**src/rtl/seq_divider.sv**
```systemverilog
// -----------------------------------------------------------------------------
// seq_divider
//   Multi-cycle unsigned restoring divider. It produces one quotient bit per
//   clock from a single (WIDTH+1)-bit trial subtraction of the divisor from the
//   shifted partial remainder.
//
// Ports
//   clk          system clock, rising edge
//   rst          synchronous active-high reset; takes priority over start
//   start        request pulse; sampled only while idle
//   dividend     unsigned dividend, captured with start
//   divisor      unsigned divisor, captured with start
//   busy         high while an operation is in flight
//   done         one-cycle completion pulse; results are valid from this cycle
//   quotient     registered quotient of the last completed operation
//   remainder    registered remainder of the last completed operation
//   div_by_zero  set when the last completed operation had divisor == 0
// -----------------------------------------------------------------------------
module seq_divider #(
   parameter int WIDTH = 16,
   parameter int CNT_W = $clog2(WIDTH) + 1
) (
   input  logic             clk,
   input  logic             rst,
   input  logic             start,
   input  logic [WIDTH-1:0] dividend,
   input  logic [WIDTH-1:0] divisor,
   output logic             busy,
   output logic             done,
   output logic [WIDTH-1:0] quotient,
   output logic [WIDTH-1:0] remainder,
   output logic             div_by_zero
);

   localparam logic [1:0] S_IDLE = 2'd0;
   localparam logic [1:0] S_CALC = 2'd1;
   localparam logic [1:0] S_DONE = 2'd2;

   localparam logic [CNT_W-1:0] LAST_ITER = CNT_W'(WIDTH - 1);

   logic [1:0]       state;
   logic [WIDTH-1:0] q_reg;
   logic [WIDTH-1:0] d_reg;
   logic [WIDTH-1:0] r_reg;
   logic [CNT_W-1:0] count;

   logic [WIDTH:0]   t;
   logic [WIDTH:0]   diff;
   logic [WIDTH-1:0] q_next;
   logic [WIDTH-1:0] r_next;

   // One restoring step. The partial remainder is always below the divisor,
   // so t < 2*divisor and bit WIDTH of diff is exactly the borrow.
   always_comb begin
      t      = {r_reg, q_reg[WIDTH-1]};
      diff   = t - {1'b0, d_reg};
      q_next = {q_reg[WIDTH-2:0], 1'b0};
      r_next = t[WIDTH-1:0];
      if (!diff[WIDTH]) begin
         q_next = {q_reg[WIDTH-2:0], 1'b1};
         r_next = diff[WIDTH-1:0];
      end
   end

   always_ff @(posedge clk) begin
      if (rst) begin
         state       <= S_IDLE;
         q_reg       <= '0;
         d_reg       <= '0;
         r_reg       <= '0;
         count       <= '0;
         busy        <= 1'b0;
         done        <= 1'b0;
         quotient    <= '0;
         remainder   <= '0;
         div_by_zero <= 1'b0;
      end else begin
         case (state)
            S_IDLE: begin
               done <= 1'b0;
               busy <= 1'b0;
               if (start) begin
                  q_reg <= dividend;
                  d_reg <= divisor;
                  r_reg <= '0;
                  count <= '0;
                  if (divisor == '0) begin
                     // Skip the iterations entirely; report all-ones quotient.
                     state       <= S_DONE;
                     quotient    <= '1;
                     remainder   <= dividend;
                     div_by_zero <= 1'b1;
                     done        <= 1'b1;
                     busy        <= 1'b1;
                  end else begin
                     state <= S_CALC;
                  end
               end
            end

            S_CALC: begin
               q_reg <= q_next;
               r_reg <= r_next;
               count <= count + 1'b1;
               busy  <= 1'b1;
               if (count == LAST_ITER) begin
                  // Publish the results of the final iteration directly.
                  state       <= S_DONE;
                  quotient    <= q_next;
                  remainder   <= r_next;
                  div_by_zero <= 1'b0;
                  done        <= 1'b1;
               end
            end

            S_DONE: begin
               state <= S_IDLE;
               done  <= 1'b0;
               busy  <= 1'b0;
            end

            default: begin
               state <= S_IDLE;
               done  <= 1'b0;
               busy  <= 1'b0;
            end
         endcase
      end
   end

endmodule

```
**config.mk**
```make
export PLATFORM = sky130hd
export DESIGN_NAME = seq_divider
export DESIGN_NICKNAME = d
export VERILOG_FILES = /design/src/rtl/seq_divider.sv
export SDC_FILE = /design/constraint.sdc
export NUM_CORES = 1
export LEC_CHECK = 0
export CELL_PAD_IN_SITES_DETAIL_PLACEMENT = 1
export CELL_PAD_IN_SITES_GLOBAL_PLACEMENT = 1
export CORE_MARGIN = 3
export CORE_UTILIZATION = 40
export DETAILED_ROUTE_END_ITERATION = 8
export HOLD_SLACK_MARGIN = 0.05
export PLACE_DENSITY = 0.86
export SYNTH_ARGS = -nofsm -noshare
export SYNTH_HDL_FRONTEND = slang
export SYNTH_SLANG_ARGS = --single-unit
```
**constraint.sdc**
```tcl
create_clock -name clk -period 3.6 [get_ports clk]
set_input_delay 0.72 -clock clk [delete_from_list [all_inputs] [get_ports clk]]
set_output_delay 0.72 -clock clk [all_outputs]
set_load 0.01 [all_outputs]
```
==> results_dict.tcl <==
set metrics [dict create \
    final_cell_mix "nand2_1, dfxtp_1, clkdlybuf4s50_1" \
    slowest_stage "a311oi_1" \
    tightest_slew_ps 1020 \
    grt_pass1_wl_um 23600 \
    setup_viol 0 \
    async_flop_share_pct 0 \
    syn_area_um2 4670 \
    drt-initial-drc-count 196 \
    wl_per_cell_um 18.5 \
    netlist_instances 592 \
    via_per_inst 5.81 \
    layout-drive-gt1-share_pct 6.75 \
    track_usage_pct 22.8 \
    overflow 0 \
    cts_tree "yes" \
    synthDistinctLibCells 69 \
    criticalPathCategory "reg2reg" \
    vias 4605 \
    core_area_um2 11100 \
    antenna_found_initial 0 \
    worst_setup_path_start_kind "flip-flop" \
    postLayoutCoreUtil_pct 51.4 \
    cts-resized-gates 0 \
    max_freq_mhz 313 \
    relSlewSlack_pct 32.3 \
    drtPass1Iterations 4 \
    first_global_vias 4790 \
    dp_hpwl_um 10700 \
    required_ps 3830 \
    rsz0062_at_grt "false" \
    cts_setup_buffers 0 \
    final-hold-violation-count 0 \
    cts.clk_slew.worst_paths_ps 70 \
    routed_wl_um 14700 \
    finalNonFillerCells 792 \
    synth_warnings 0 \
    period_needed_ps 3190 \
    timing.hold.ws_ps 456 \
    postSynthAreaPerCell_um2 7.89 \
    hold_buffers 0 \
    powerDensity_nw_per_um2 719 \
    synth_edf_count 0 \
    fp.dieW_um 114 \
    placed_cells 776 \
    chipHeight_um 114 \
    dieArea_um2 13000 \
    min_path_type "reg2reg" \
    fin_tns_setup_ps 0 \
    cts_buffers 9 \
    num_rows 38 \
    gp_congestion 0.866 \
    irDropWorstVdd_mv 0.352 \
    start_util_pct 42.0 \
    remaining_drc_errors 0 \
    htreeDepth 3 \
    root_buffer "clkbuf_16" \
    crit_chain "inv_1, ha_1, fa_1, nand2b_1, a21o_1, a311oi_1, nor3_2, nor2_4, mux2i_1, o21ai_1" \
    area_delta_synth_final_pct 22.5 \
    pin_count 70 \
    crit_path_max_incr_delay_ps 620 \
    worst_setup_path_end_kind "flip-flop" \
    outcome "finished clean" \
    skew_ps 10.3 \
    nets 701 \
    power_leakage_nw 2.12 \
    final_antenna_net_count 0 \
    r2r.worst_path.cells 10 \
    finalCritPeriodShare_pct 88.7 \
    report.final.slew_viol_count 0 \
    power_mw 4.11 \
    drv_cap 0 \
    mostFrequentLayoutCell "nand2_1" \
    grt_max_degree 74 \
    synth_ff_type "dfxtp_1" \
    cts.path.max_buffers 2 \
    synth-seq-area-share_pct 38.6 \
    path_max_fanout 9 \
    diodes 0 \
    cts_sinks 90 \
    io_buffer_count 69 \
    holdPathStages 2 \
    syn_nets 646 \
    clk_latency_ps 360 \
    cp.arrival_ps 3430 \
    ys_ff_latch 90 \
]
[final timing paths]
| kind | from | endpoint | slack (ps) |
|---|---|---|---|
| worst max-delay path | q_reg[15] | r_reg[6] | 410 |
| worst min-delay path | d_reg[12] | d_reg[12] | 460 |
| worst max register to register | q_reg[15] | r_reg[6] | 410 |
| worst min register to register | d_reg[12] | d_reg[12] | 460 |
[cells by family (layout without fill, tap and decap cells)]
family	after synthesis	in the layout	share of synthesized area, %
buffers and inverters	58	118	5.98
DFF	90	90	38.6
adders and majority gates	19	19	5.25
xor gates and xnor gates	9	9	1.69
and+or+nand+nor	245	245	24.0
AOI/OAI and AO/OA	162	162	22.4
muxes	9	9	2.04
[critical path, delay by kind of cell (launching register included)]
family / cells / cell delay (ps)
DFF: 1 / 310
and+or+nand+nor: 3 / 740
AOI/OAI and AO/OA: 3 / 960
muxes: 1 / 360
buffers and inverters: 1 / 70
adders and majority gates: 2 / 620
[Yosys cell counts, types with 6 or more instances]
| master | n | area, um^2 |
|---|---|---|
| a211oi_1 | 6 | 45.0 |
| a21o_1 | 8 | 60.1 |
| a21oi_1 | 63 | 315 |
| a311oi_1 | 11 | 96.3 |
| a31oi_1 | 12 | 75.1 |
| clkbuf_1 | 23 | 86.3 |
| dfxtp_1 | 90 | 1800 |
| ha_1 | 18 | 225 |
| inv_1 | 23 | 86.3 |
| mux2i_1 | 8 | 80.1 |
| nand2_1 | 92 | 345 |
| nand3_1 | 11 | 55.1 |
| nand4_1 | 7 | 43.8 |
| nor2_1 | 60 | 225 |
| nor3_1 | 41 | 205 |
| o21ai_0 | 17 | 85.1 |
| o21ai_1 | 9 | 45.0 |
| xnor2_1 | 7 | 61.3 |
[layer usage]
metal / vias to the layer above / global-route usage [%] / part of all wire [%]
met2: 87 / 40.0 / 51
met5: - / 0 / 0
met4: 0 / 8.00 / 2.2
li1: 2224 / - / -
met1: 2263 / 27.7 / 43
met3: 31 / 4.35 / 3.6
[cell type report]
type	count	area [um^2]
Fill cell	1374	5400
Multi-Input combinational cell	444	2590
Clock buffer	11	233
Tap cell	140	175
Clock inverter	5	63.8
Inverter	24	90.1
Timing Repair Buffer	78	766
Sequential cell	90	1800
[where the power goes]
part	leakage [nW]	internal [mW]	switching, mW
clock network	0.140	0.544	0.426
registers	0.733	1.08	0.0915
logic	1.25	0.758	1.21
[through the flow]
| stage | instance area, um^2 | setup WS (ps) |
|---|---|---|
| final | 5720 | 406 |
| after global routing | 5720 | 235 |
| after CTS | 5720 | 433 |
| after detailed placement | 5430 | 230 |
| after global placement | 5430 | 266 |
| after floorplan | 4670 | 964 |
Power figures use the tool's default switching activity.
